File: src/rtl/load_pkg.sv
// Shared definitions for the load unit.
// Holds the RV32I load funct3 encodings, the FSM state encoding and small
// classification helpers for incoming load requests.
package load_pkg;

  // RV32I load funct3 encodings
  localparam logic [2:0] F3_LB  = 3'b000;
  localparam logic [2:0] F3_LH  = 3'b001;
  localparam logic [2:0] F3_LW  = 3'b010;
  localparam logic [2:0] F3_LBU = 3'b100;
  localparam logic [2:0] F3_LHU = 3'b101;

  // Load FSM states
  typedef enum logic [1:0] {
    ST_IDLE = 2'b00,
    ST_REQ  = 2'b01,
    ST_WAIT = 2'b10,
    ST_DONE = 2'b11
  } state_t;

  // True for funct3 codes that are not RV32I loads (011, 110, 111)
  function automatic logic f3_illegal(input logic [2:0] f3);
    logic bad;
    case (f3)
      F3_LB, F3_LH, F3_LW, F3_LBU, F3_LHU: bad = 1'b0;
      default:                             bad = 1'b1;
    endcase
    return bad;
  endfunction

  // True when the access is not naturally aligned for its size
  function automatic logic f3_misaligned(input logic [2:0] f3, input logic [1:0] addr_lo);
    logic mis;
    case (f3)
      F3_LH, F3_LHU: mis = addr_lo[0];
      F3_LW:         mis = (addr_lo != 2'b00);
      default:       mis = 1'b0;
    endcase
    return mis;
  endfunction

endpackage

File: src/rtl/load_unit_if.sv
// Bus bundle between the core, the load unit and memory.
//   ld_valid/ld_addr/ld_funct3 : load request from the core
//   ld_ready                   : unit accepts a request (idle)
//   ld_done/ld_data/ld_err     : completion pulse, extended result, error flag
//   mem_addr/mem_rstrb         : word-aligned read address and one-cycle strobe
//   mem_rdata                  : registered memory read data (little-endian)
// Modports: master = core plus memory side, slave = load unit.
interface load_unit_if;
  logic        ld_valid;
  logic        ld_ready;
  logic [31:0] ld_addr;
  logic [2:0]  ld_funct3;
  logic        ld_done;
  logic [31:0] ld_data;
  logic        ld_err;
  logic [31:0] mem_addr;
  logic        mem_rstrb;
  logic [31:0] mem_rdata;

  modport master (
    output ld_valid, ld_addr, ld_funct3, mem_rdata,
    input  ld_ready, ld_done, ld_data, ld_err, mem_addr, mem_rstrb
  );

  modport slave (
    input  ld_valid, ld_addr, ld_funct3, mem_rdata,
    output ld_ready, ld_done, ld_data, ld_err, mem_addr, mem_rstrb
  );
endinterface

File: src/rtl/load_align.sv
// Combinational byte/halfword lane selection and sign/zero extension.
//   word    : 32-bit little-endian memory word
//   addr_lo : byte offset of the load within the word
//   funct3  : RV32I load type
//   result  : extended load value (0 for non-load funct3 codes)
// Misaligned halfwords use addr_lo[1] only; words ignore addr_lo.
module load_align
  import load_pkg::*;
(
  input  logic [31:0] word,
  input  logic [1:0]  addr_lo,
  input  logic [2:0]  funct3,
  output logic [31:0] result
);

  logic [7:0]  byte_s;
  logic [15:0] half_s;

  // Pick the addressed byte lane and halfword
  always_comb begin
    case (addr_lo)
      2'd0:    byte_s = word[7:0];
      2'd1:    byte_s = word[15:8];
      2'd2:    byte_s = word[23:16];
      2'd3:    byte_s = word[31:24];
      default: byte_s = word[7:0];
    endcase
    if (addr_lo[1]) begin
      half_s = word[31:16];
    end else begin
      half_s = word[15:0];
    end
  end

  // Extend the selected lane according to the load type
  always_comb begin
    case (funct3)
      F3_LB:   result = {{24{byte_s[7]}}, byte_s};
      F3_LH:   result = {{16{half_s[15]}}, half_s};
      F3_LW:   result = word;
      F3_LBU:  result = {24'h00_0000, byte_s};
      F3_LHU:  result = {16'h0000, half_s};
      default: result = 32'h0000_0000;
    endcase
  end

endmodule

File: src/rtl/load_unit.sv
// RV32I load unit: accepts one load at a time, issues a single word read to
// a registered memory, waits WAIT_CYCLES cycles, then extracts and extends
// the addressed byte/halfword/word and pulses ld_done.
// Ports:
//   clk   : clock, all state changes on its rising edge
//   reset : synchronous active-high reset, aborts any load in flight
//   bus   : load_unit_if.slave (core request/response and memory read port)
// Parameter: WAIT_CYCLES (1..15) cycles from read strobe to sampling mem_rdata.
// Build option: define LOAD_MISALIGN_TRAP_EN to report misaligned LH/LHU/LW
// as errors (no memory access); otherwise the low address bits are ignored.
module load_unit
  import load_pkg::*;
#(
  parameter int unsigned WAIT_CYCLES = 1
)
(
  input  logic     clk,
  input  logic     reset,
  load_unit_if.slave bus
);

  // Counter reload value; the counter reaches zero in the last WAIT cycle
  localparam logic [3:0] WAIT_LAST = 4'(WAIT_CYCLES - 1);

  state_t      state_r;
  logic [1:0]  addr_lo_r;
  logic [2:0]  funct3_r;
  logic [3:0]  wait_cnt_r;
  logic        ld_ready_r;
  logic        ld_done_r;
  logic        ld_err_r;
  logic [31:0] ld_data_r;
  logic        mem_rstrb_r;
  logic [31:0] mem_addr_r;
  logic        req_err_s;
  logic [31:0] aligned_s;

  // Classify the request presented on the bus
  always_comb begin
`ifdef LOAD_MISALIGN_TRAP_EN
    req_err_s = f3_illegal(bus.ld_funct3) | f3_misaligned(bus.ld_funct3, bus.ld_addr[1:0]);
`else
    req_err_s = f3_illegal(bus.ld_funct3);
`endif
  end

  load_align u_align (
    .word    (bus.mem_rdata),
    .addr_lo (addr_lo_r),
    .funct3  (funct3_r),
    .result  (aligned_s)
  );

  // Load FSM with registered outputs
  always_ff @(posedge clk) begin
    if (reset) begin
      state_r     <= ST_IDLE;
      addr_lo_r   <= 2'b00;
      funct3_r    <= 3'b000;
      wait_cnt_r  <= 4'd0;
      ld_ready_r  <= 1'b1;
      ld_done_r   <= 1'b0;
      ld_err_r    <= 1'b0;
      ld_data_r   <= 32'h0000_0000;
      mem_rstrb_r <= 1'b0;
      mem_addr_r  <= 32'h0000_0000;
    end else begin
      // Pulses default low; only the transitions below raise them
      ld_done_r   <= 1'b0;
      mem_rstrb_r <= 1'b0;
      case (state_r)
        ST_IDLE: begin
          if (bus.ld_valid) begin
            addr_lo_r  <= bus.ld_addr[1:0];
            funct3_r   <= bus.ld_funct3;
            ld_ready_r <= 1'b0;
            if (req_err_s) begin
              // Error loads skip the memory and complete next cycle
              state_r   <= ST_DONE;
              ld_done_r <= 1'b1;
              ld_err_r  <= 1'b1;
              ld_data_r <= 32'h0000_0000;
            end else begin
              state_r     <= ST_REQ;
              mem_rstrb_r <= 1'b1;
              mem_addr_r  <= {bus.ld_addr[31:2], 2'b00};
            end
          end
        end
        ST_REQ: begin
          state_r    <= ST_WAIT;
          wait_cnt_r <= WAIT_LAST;
        end
        ST_WAIT: begin
          if (wait_cnt_r == 4'd0) begin
            state_r   <= ST_DONE;
            ld_done_r <= 1'b1;
            ld_err_r  <= 1'b0;
            ld_data_r <= aligned_s;
          end else begin
            wait_cnt_r <= wait_cnt_r - 4'd1;
          end
        end
        ST_DONE: begin
          state_r    <= ST_IDLE;
          ld_ready_r <= 1'b1;
        end
        default: begin
          state_r    <= ST_IDLE;
          ld_ready_r <= 1'b1;
        end
      endcase
    end
  end

  assign bus.ld_ready  = ld_ready_r;
  assign bus.ld_done   = ld_done_r;
  assign bus.ld_err    = ld_err_r;
  assign bus.ld_data   = ld_data_r;
  assign bus.mem_rstrb = mem_rstrb_r;
  assign bus.mem_addr  = mem_addr_r;

endmodule

File: src/flat_wrapper.sv
// flat-port wrapper written by rule: the top's interface ports become plain ports
module load_unit_flat import load_pkg::*;
#(
  parameter int unsigned WAIT_CYCLES = 1
)
  (clk, reset, bus_ld_valid, bus_ld_addr, bus_ld_funct3, bus_mem_rdata, bus_ld_ready, bus_ld_done, bus_ld_data, bus_ld_err, bus_mem_addr, bus_mem_rstrb);
  load_unit_if bus_i ();
  input  logic clk;
  input  logic reset;
  input wire logic [$bits(bus_i.ld_valid)-1:0] bus_ld_valid;
  input wire logic [$bits(bus_i.ld_addr)-1:0] bus_ld_addr;
  input wire logic [$bits(bus_i.ld_funct3)-1:0] bus_ld_funct3;
  input wire logic [$bits(bus_i.mem_rdata)-1:0] bus_mem_rdata;
  output wire logic [$bits(bus_i.ld_ready)-1:0] bus_ld_ready;
  output wire logic [$bits(bus_i.ld_done)-1:0] bus_ld_done;
  output wire logic [$bits(bus_i.ld_data)-1:0] bus_ld_data;
  output wire logic [$bits(bus_i.ld_err)-1:0] bus_ld_err;
  output wire logic [$bits(bus_i.mem_addr)-1:0] bus_mem_addr;
  output wire logic [$bits(bus_i.mem_rstrb)-1:0] bus_mem_rstrb;
  assign bus_i.ld_valid = bus_ld_valid;
  assign bus_i.ld_addr = bus_ld_addr;
  assign bus_i.ld_funct3 = bus_ld_funct3;
  assign bus_i.mem_rdata = bus_mem_rdata;
  assign bus_ld_ready = bus_i.ld_ready;
  assign bus_ld_done = bus_i.ld_done;
  assign bus_ld_data = bus_i.ld_data;
  assign bus_ld_err = bus_i.ld_err;
  assign bus_mem_addr = bus_i.mem_addr;
  assign bus_mem_rstrb = bus_i.mem_rstrb;
  load_unit #(.WAIT_CYCLES(WAIT_CYCLES)) u_core (.clk(clk), .reset(reset), .bus(bus_i));
endmodule
File: config.mk
export PLATFORM = sky130hd
export DESIGN_NAME = load_unit_flat
export DESIGN_NICKNAME = d
export VERILOG_FILES = /design/src/rtl/load_pkg.sv /design/src/rtl/load_unit_if.sv /design/src/rtl/load_align.sv /design/src/rtl/load_unit.sv /design/src/flat_wrapper.sv
export SDC_FILE = /design/constraint.sdc
export NUM_CORES = 1
export LEC_CHECK = 0
export BUFFER_PORTS_ARGS = -buffer_cell sky130_fd_sc_hd__buf_4
export CAP_MARGIN = 10
export CORE_MARGIN = 4
export CORE_UTILIZATION = 45
export DETAILED_ROUTE_END_ITERATION = 10
export GPL_TIMING_DRIVEN = 0
export PLACE_DENSITY = 0.75
export SETUP_SLACK_MARGIN = 0.4
export SYNTH_ARGS = -nofsm -noshare
export SYNTH_HDL_FRONTEND = slang
export SYNTH_SLANG_ARGS = --single-unit
File: constraint.sdc
create_clock -name clk -period 2.4 [get_ports clk]
set_input_delay 0.12 -clock clk [delete_from_list [all_inputs] [get_ports clk]]
set_output_delay 0.12 -clock clk [all_outputs]
set_load 0.01 [all_outputs]
==> impl_metrics.tcl, run 1 <==
set metrics [dict create \
    netlist_area_mm2 0.00341 \
    finalSetupViolCount 0 \
    finalClockSkew_ns 0.0101 \
    grt_usage_pct 22.2 \
    placed_area_mm2 0.00455 \
    ys.flop_type "dfxtp_1" \
    post-route-period-util_pct 79.1 \
    max-vdd-ir-drop_mv 0.520 \
    cts_made_buffers 9 \
    layout.nets 607 \
    synth_seq_area_share_pct 45.2 \
    synth-seq-cells 77 \
    yosysMostFrequentCell "nand2_1" \
    worstMarginPinSlew_ns 0.576 \
    die_x_um 95.1 \
    synth-edff-count 0 \
    rows 31 \
    path_max_fanout 10 \
    initial_core_util_pct 46.6 \
    crit_path_start_kind "flip-flop" \
    min_path_type "in -> reg" \
    fmax_mhz 527 \
    cts_tree "yes" \
    worstSetupPathType "reg -> reg" \
    max_cap_viol_count 0 \
    insertion_delay_ns 0.35 \
    post_drt_wl_per_cell_um 16.0 \
    fin_setup_tns_ns 0 \
    endpoint_kind "flip-flop" \
    fp.dieH_um 95.1 \
    final_antenna_net_count 0 \
    drc 0 \
    yosys-top-cells-count "nand2_1 (83), dfxtp_1 (77), a21oi_1 (41)" \
    synthToLayoutAreaGrowth_pct 42.4 \
    slew_headroom_pct 61.6 \
    fin_area_mm2 0.00486 \
    drv_slew 0 \
    grt_first_pass_wirelength_um 15700 \
    io_buffer_count 135 \
    ioPinCount 138 \
    dp_slack_ns 0.336 \
    dp_hpwl_um 7580 \
    place.gp.congestion 0.864 \
    clock-sinks 77 \
    cp.required_ns 2.63 \
    antenna_cells 0 \
    vias 3419 \
    fillers 630 \
    hold_viol 0 \
    fin_ws_ns 0.503 \
    postSynth.asyncResetShare_pct 0 \
    yosys_warnings 0 \
    synth_cell_types 38 \
    status "complete, no violations" \
    grt_max_degree 14 \
    dieArea_mm2 0.00904 \
    crit_arrival_ns 2.13 \
    power.density_mw_per_mm2 811 \
    htree_num_levels 3 \
    drive_gt1_share_pct 35.4 \
    min_period_ns 1.90 \
    antenna_found_initial 0 \
    vias_per_cell 5.38 \
    synth.avg_cell_area_um2 8.96 \
    grt_overflow 0 \
    rsz0062_at_grt "no" \
    synthTopCellsByArea "dfxtp_1 (45%), nand2_1 (9.1%), o2bb2ai_1 (8.5%)" \
    drt-pass1-iter-count 4 \
    grt_pass1_vias 3282 \
    core_mm2 0.00733 \
    cts_root_buffer "clkbuf_8" \
    drt_wl_total_um 10200 \
    clkTransAtPathRegs_ns 0.08 \
    synth_top_area_share_pct 45.2 \
    drt_iter0_drc 159 \
    synth_top_area_cell "dfxtp_1" \
    static-leakage-power_nw 1.98 \
    clock_path_buffers 2 \
    syn-instance-count 381 \
]
[what timing repair did]
| action | CTS | global route |
|---|---|---|
| gates resized for setup | 8 | 21 |
| buffers inserted | 0 | 3 |
| hold buffers | 1 | 0 |
| hold endpoints to repair | 1 | 0 |
| pin swaps | 0 | 3 |
| setup endpoints to repair | 58 | 60 |
[registers in the layout, summed over array words and instances (netlist names)]
name                  count
u_core.addr_lo_r          2
u_core.bus.ld_data       32
u_core.bus.ld_done        1
u_core.bus.ld_err         1
u_core.bus.ld_ready       1
u_core.bus.mem_addr      30
u_core.bus.mem_rstrb      1
u_core.funct3_r           3
u_core.state_r            2
u_core.wait_cnt_r         4
[critical path, stage by stage (launching register included)]
cell,delay [ns]
dfxtp_1,0.33
inv_1,0.09
ha_2,0.23
or3b_4,0.42
a21oi_4,0.24
a21oi_4,0.11
clkbuf_4,0.23
o2bb2ai_1,0.14
[report_power, final]
part / internal, W / switching (W)
combinational: 0.000606 / 0.000715
clock: 0.000586 / 0.000493
sequential: 0.00144 / 0.000104
[layer usage]
metal	global-route usage [%]	part of all wire, %	up-vias
met5	0	0	-
li1	-	-	1684
met4	6.01	0.97	0
met2	35.9	45	144
met3	9.31	11	9
met1	27.3	43	1582
[through the flow]
stage | util, % | power [W] | instances | hold slack, ns
final | 66.3 | 0.00394 | 636 | 0.0148
after global routing | 66.3 | 0.00417 | 636 | 0.00484
after CTS | 65.5 | 0.00392 | 633 | 0.000192
after detailed placement | 62.1 | 0.00283 | 616 | 0.376
after global placement | 62.1 | 0.00280 | 616 | 0.367
after floorplan | - | 0.00232 | 382 | 0.256
[cell type report]
cell class	instances	area, um2	share of cell area, %
multi-input combinational	270	1760	36.2
clock buffer	10	128	2.63
tap	99	124	2.55
sequential	77	1540	31.7
buffer	29	151	3.11
clock inverter	6	87.6	1.80
timing repair buffer	139	1050	21.5
inverter	6	22.5	0.463
[cell families after synthesis]
logic type,after synthesis,synth area share (%)
AND/OR/NAND/NOR,118,15.7
other,1,0.110
multiplexers,19,6.23
adder cells (fa/ha/maj),5,1.83
buffers and inverters,35,4.58
AO/OA/AOI/OAI,126,26.4
flip-flops,77,45.2
[layout by cell type, fill, tap and decap left out, types with 8 or more instances in the layout]
cell	synthesis	final
clkbuf_8	0	9
buf_4	3	141
o2bb2ai_1	33	33
a211oi_1	18	17
dfxtp_1	77	77
clkbuf_1	18	11
nor2_1	13	12
nand2_1	83	81
a21oi_1	41	40
mux2_2	8	8
mux2i_1	10	10
[path summary, 6_finish.rpt]
kind | cells past startpoint | start | slack (ns) | end
worst max-delay path | 7 | u_core.wait_cnt_r[0]$_SDFFE_PP0P_ | 0.50 | u_core.bus.ld_data[7]$_SDFFE_PP0P_
worst max register to register | 7 | u_core.wait_cnt_r[0]$_SDFFE_PP0P_ | 0.50 | u_core.bus.ld_data[7]$_SDFFE_PP0P_
worst min-delay path | 3 | bus_ld_addr[22] | 0.01 | u_core.bus.mem_addr[22]$_SDFFE_PP0P_
worst min register to register | 2 | u_core.bus.mem_addr[3]$_SDFFE_PP0P_ | 0.46 | u_core.bus.mem_addr[3]$_SDFFE_PP0P_
Power figures use the tool's default switching activity.
==> run 2: changes to the inputs <==
Clock period 2.4 ns to 1.9 ns, I/O delays scaled along.
==> run 2 against run 1 <==
Compared with the run above: cell count up 7.5%; critical endpoint is now u_core.bus.ld_data[26]$_SDFFE_PP0P_; register-to-register slack worse by 0.35 ns; sequential share of layout area down 6.2 points; largest power group is now combinational logic; non-clock buffer count up 49; maximum frequency up 8.3%; critical path depth up 1.
==> impl_metrics.tcl, run 2 (synthesized netlist as in run 1, its figures left out) <==
set metrics [dict create \
    drv_slew 0 \
    path_buf_inv 3 \
    rows 31 \
    min_period_ns 1.75 \
    final_common_cell "buf_4" \
    fin_ws_ns 0.148 \
    worstSetupPathType "reg -> reg" \
    finalClockSkew_ns 0.0130 \
    path_max_fanout 10 \
    drt_wl_total_um 13700 \
    fmax_mhz 571 \
    final_antenna_net_count 0 \
    slew_headroom_pct 48.3 \
    finalSetupViolCount 0 \
    antenna_cells 0 \
    drt-pass1-iter-count 5 \
    power.density_mw_per_mm2 979 \
    hold_viol 0 \
    worstMarginPinSlew_ns 0.767 \
    io_buffer_count 135 \
    cts_root_buffer "clkbuf_8" \
    drive_gt1_share_pct 54.7 \
    clkTransAtPathRegs_ns 0.08 \
    grt_usage_pct 26.0 \
    layout_common_cells "buf_4 (154), dfxtp_1 (72), nand2_1 (52), dlygate4sd3_1 (30), a21oi_2 (27)" \
    cts_tree "yes" \
    die_x_um 95.1 \
    crit_arrival_ns 2.03 \
    max_cap_viol_count 0 \
    vias_per_cell 5.70 \
    fin_setup_tns_ns 0 \
    htree_num_levels 3 \
    initial_core_util_pct 46.6 \
    post-route-period-util_pct 92.2 \
    cp.required_ns 2.18 \
    dp_slack_ns 0.00221 \
    antenna_found_initial 0 \
    reg2reg_slack_ns 0.15 \
    r2r-start "u_core.wait_cnt_r[0]$_SDFFE_PP0P_" \
    wl_met2_um 6990 \
    grt_max_degree 14 \
    min_path_type "in -> reg" \
    ioPinCount 138 \
    max-vdd-ir-drop_mv 0.697 \
    static-leakage-power_nw 2.44 \
    crit_path_start_kind "flip-flop" \
    final-instance-count-excl-fill 684 \
    fp.dieH_um 95.1 \
    status "complete, no violations" \
    crit_family "buffers and inverters" \
    endpoint_kind "flip-flop" \
    drt-met1-wl_um 5000 \
    final_core_util_pct 83.0 \
    grt_first_pass_wirelength_um 18300 \
    grt_overflow 0 \
    insertion_delay_ns 0.35 \
    dieArea_mm2 0.00904 \
    clock_path_buffers 2 \
    crit_chain "inv_2 > ha_4 > buf_4 > nand4bb_4 > a211oi_4 > nand3_2 > clkbuf_4 > o2bb2ai_1" \
    dp.cells 616 \
    drc 0 \
    grt_pass1_vias 3675 \
    clock-sinks 77 \
    layout.nets 656 \
    crit_start "u_core.wait_cnt_r[0]$_SDFFE_PP0P_" \
    crit_slowest_cell "dfxtp_2" \
    critical-path-max-stage-delay_ns 0.33 \
    p_total_w 0.00596 \
    core_mm2 0.00733 \
    drt_iter0_drc 256 \
    cts_made_buffers 9 \
    wl_met3_um 1390 \
    post_drt_wl_per_cell_um 20.1 \
    place.gp.congestion 0.872 \
    synthToLayoutAreaGrowth_pct 78.3 \
    min_from "bus_ld_addr[0]" \
    rsz0062_at_grt "yes" \
    largest_register_ffs 32 \
    routed.top_layer "met4" \
    vias 3900 \
    dp_hpwl_um 7670 \
]
==> run 2: worst min-delay path, cell delays in order <==
cell and delay (ns):
buf_4 0.11, nand2_1 0.05, a21oi_1 0.05
==> run 2: area by class of cell <==
class	instances	area (um2)
multi-input cells	270	2350
inverters	6	27.5
fillers	379	1250
plain buffers	29	272
clock inverters	5	85.1
repair buffers	188	1540
well taps	99	124
flip-flops and latches	77	1550
clock buffers	10	128
==> run 2: metal layers <==
| layer | vias to the layer above | track usage (%) |
|---|---|---|
| met3 | 41 | 8.76 |
| li1 | 1788 | - |
| met1 | 1832 | 28.9 |
| met4 | 0 | 7.09 |
| met2 | 239 | 46.9 |
| met5 | - | 0 |
==> run 2: what timing repair did <==
action,in CTS,in global routing
cloned,4,2
pin swaps,7,53
hold buffers,30,0
endpoints found under the hold margin,30,0
buffers inserted,12,5
resized for setup,50,120
setup endpoints to repair,66,69
==> run 2: path summary, 6_finish.rpt <==
kind / to / cells past startpoint
worst max register to register: u_core.bus.ld_data[26]$_SDFFE_PP0P_ / 8
worst min register to register: u_core.bus.mem_addr[19]$_SDFFE_PP0P_ / 2
worst min-delay path: u_core.addr_lo_r[0]$_SDFFE_PP0P_ / 3
worst max-delay path: u_core.bus.ld_data[26]$_SDFFE_PP0P_ / 8
==> run 2: power breakdown <==
part,internal (W),switching (W),total (W)
combinational,0.00124,0.00132,0.00256
clock,0.000741,0.000646,0.00139
sequential,0.00182,0.000188,0.00201
total,0.00381,0.00215,0.00596
==> run 2: metrics by stage <==
step           hold WS (ns)  area (um2)
6_report            0.00217        6080
5_1_grt              0.0151        6080
4_1_cts             0.00114        5590
3_5_place_dp          0.350        4670
3_3_place_gp          0.341        4670
2_1_floorplan         0.223        3530
==> run 3: changes to the inputs <==
Settings changed: CELL_PAD_IN_SITES_DETAIL_PLACEMENT set to 1, CELL_PAD_IN_SITES_GLOBAL_PLACEMENT set to 1, CORE_UTILIZATION 45 to 35, PLACE_DENSITY 0.75 to not set, PLACE_DENSITY_LB_ADDON set to 0.1.
==> run 3 against run 2 <==
Compared with the run above: via count decreased by 3.5%; sequential power about the same; setup slack improved by 0.018 ns; sequential cell count unchanged; sequential share of layout area increased by 0.80 points; clock-buffer cell count increased by 1; clock skew increased by 0.0026 ns; largest cell class unchanged.
==> impl_metrics.tcl, run 3 (synthesized netlist as in run 1, its figures left out) <==
set metrics [dict create \
    reg2reg_slack_ns 0.17 \
    clock-sinks 77 \
    static-leakage-power_nw 2.34 \
    drive_gt1_share_pct 52.4 \
    combPwrFrac_pct 43.0 \
    antenna_cells 0 \
    critical-path-max-stage-delay_ns 0.34 \
    post-route-period-util_pct 91.3 \
    worstSetupPathType "reg -> reg" \
    fmax_mhz 576 \
    hold_viol 0 \
    reg2reg_to "u_core.bus.ld_data[14]$_SDFFE_PP0P_" \
    path_buf_inv 3 \
    fillers 1081 \
    grt_usage_pct 23.6 \
    worstMarginPinSlew_ns 0.690 \
    place.gp.congestion 0.847 \
    min_period_ns 1.73 \
    final_antenna_net_count 0 \
    max-vdd-ir-drop_mv 0.415 \
    crit_family "compound AO/OA/AOI/OAI gates" \
    grt_first_pass_wirelength_um 21300 \
    endpoint_kind "flip-flop" \
    grt_overflow 0 \
    crit_slowest_cell "dfxtp_2" \
    holdPathEnd "u_core.bus.mem_addr[8]$_SDFFE_PP0P_" \
    die_x_um 107 \
    rows 35 \
    vias_per_cell 5.31 \
    layout.nets 650 \
    crit_path_start_kind "flip-flop" \
    p_total_w 0.00571 \
    dp.cells 646 \
    rsz0062_at_grt "yes" \
    largest_register_ffs 32 \
    io_buffer_count 135 \
    cts_root_buffer "clkbuf_8" \
    seq_power_share_pct 34.9 \
    vias 3764 \
    layout_common_cells "buf_4 (152), dfxtp_1 (72), nand2_1 (55), dlygate4sd3_1 (25), a21oi_2 (24)" \
    fp.dieH_um 107 \
    antenna_found_initial 0 \
    status "complete, no violations" \
    min_from "bus_ld_addr[8]" \
    power.density_mw_per_mm2 968 \
    synthToLayoutAreaGrowth_pct 72.8 \
    reg2regPathDepth 8 \
    crit_chain "inv_2 > ha_4 > buf_4 > nand4bb_4 > a211oi_4 > nand2_4 > clkbuf_4 > o2bb2ai_1" \
    worst_hold_slack_ns 0.00516 \
    cts_tree "yes" \
    drv_slew 0 \
    clock_path_buffers 2 \
    grt_pass1_vias 4068 \
    min_path_type "in -> reg" \
    fin_setup_tns_ns 0 \
    post_drt_wl_per_cell_um 19.4 \
    max_cap_viol_count 0 \
    pwr-share-clk_pct 22.1 \
    intPower_w 0.00366 \
    slew_headroom_pct 53.5 \
    crit_arrival_ns 2.02 \
    path_max_fanout 10 \
    clkTransAtPathRegs_ns 0.09 \
    finalClockSkew_ns 0.0156 \
    dp_hpwl_um 8830 \
    drt_wl_total_um 13800 \
    ioPinCount 138 \
    r2r-start "u_core.wait_cnt_r[0]$_SDFFE_PP0P_" \
    finalSetupViolCount 0 \
    initial_core_util_pct 36.4 \
    grt_max_degree 14 \
    holdPathStages 3 \
    dieArea_mm2 0.0114 \
    cp.required_ns 2.18 \
    final-instance-count-excl-fill 709 \
    core_mm2 0.00937 \
    cts_made_buffers 9 \
    insertion_delay_ns 0.36 \
    drt_iter0_drc 128 \
    final_common_cell "buf_4" \
    drc 0 \
    htree_num_levels 3 \
    p_sw_share_pct 36.0 \
    switching_power_w 0.00206 \
    drt-pass1-iter-count 4 \
]
run 3: how the worst max path moves through the flow:
| stage | start | endpoint | cells after the start |
|---|---|---|---|
| after floorplan | u_core.wait_cnt_r[1]$_SDFFE_PP0P_ | u_core.bus.ld_data[10]$_SDFFE_PP0P_ | 7 |
| after global placement | u_core.state_r[0]$_SDFFE_PP0P_ | u_core.bus.ld_data[23]$_SDFFE_PP0P_ | 7 |
| after detailed placement | u_core.state_r[0]$_SDFFE_PP0P_ | u_core.bus.ld_data[23]$_SDFFE_PP0P_ | 7 |
| after CTS | u_core.wait_cnt_r[0]$_SDFFE_PP0P_ | u_core.bus.ld_data[20]$_SDFFE_PP0P_ | 8 |
| after global routing | u_core.wait_cnt_r[0]$_SDFFE_PP0P_ | u_core.bus.ld_data[14]$_SDFFE_PP0P_ | 8 |
| final | u_core.wait_cnt_r[0]$_SDFFE_PP0P_ | u_core.bus.ld_data[14]$_SDFFE_PP0P_ | 8 |
run 3: power groups by stage:
stage	clock network, W	registers (W)	logic [W]
finish	0.00126	0.00199	0.00246
global placement	0	0.00198	0.00168
global route	0.00136	0.00202	0.00266
floorplan	0	0.00205	0.000973
detailed placement	0	0.00199	0.00173
CTS	0.00128	0.00198	0.00225
run 3: through the flow:
stage	worst slack, ns	utilization [%]	instance area (um2)
floorplan	0.342	-	3530
global placement	0.0299	50.2	4710
detailed placement	-0.00477	50.2	4710
CTS	0.172	60.7	5690
global route	0.0365	63.0	5900
finish	0.165	63.0	5900
run 3: layout make-up:
type	instances	area, um2	area share, %
Clock buffer	11	131	2.23
Sequential cell	77	1550	26.3
Buffer	29	299	5.07
Clock inverter	5	58.8	0.997
Tap cell	129	161	2.74
Multi-Input combinational cell	270	2190	37.1
Timing Repair Buffer	182	1480	25.1
Inverter	6	27.5	0.467
run 3: worst min-delay path: stages:
cell     delay, ns
buf_4         0.11
nand2_1       0.06
a21oi_2       0.05
run 3: timing repair:
item / in CTS / in global routing
hold buffers: 25 / 0
endpoints found under the hold margin: 25 / 0
cloned: 6 / 0
setup buffers: 14 / 2
endpoints found under the setup margin: 68 / 67
pin swaps: 48 / 10
resized for setup: 91 / 52
run 3: per-layer routing:
metal  track usage [%]  wire (um)  vias up
met3              6.74       1080       14
li1                  -          -     1777
met1              28.2       5560     1827
met2              41.0       6940      146
met5                 0          0        -
met4              7.03        170        0
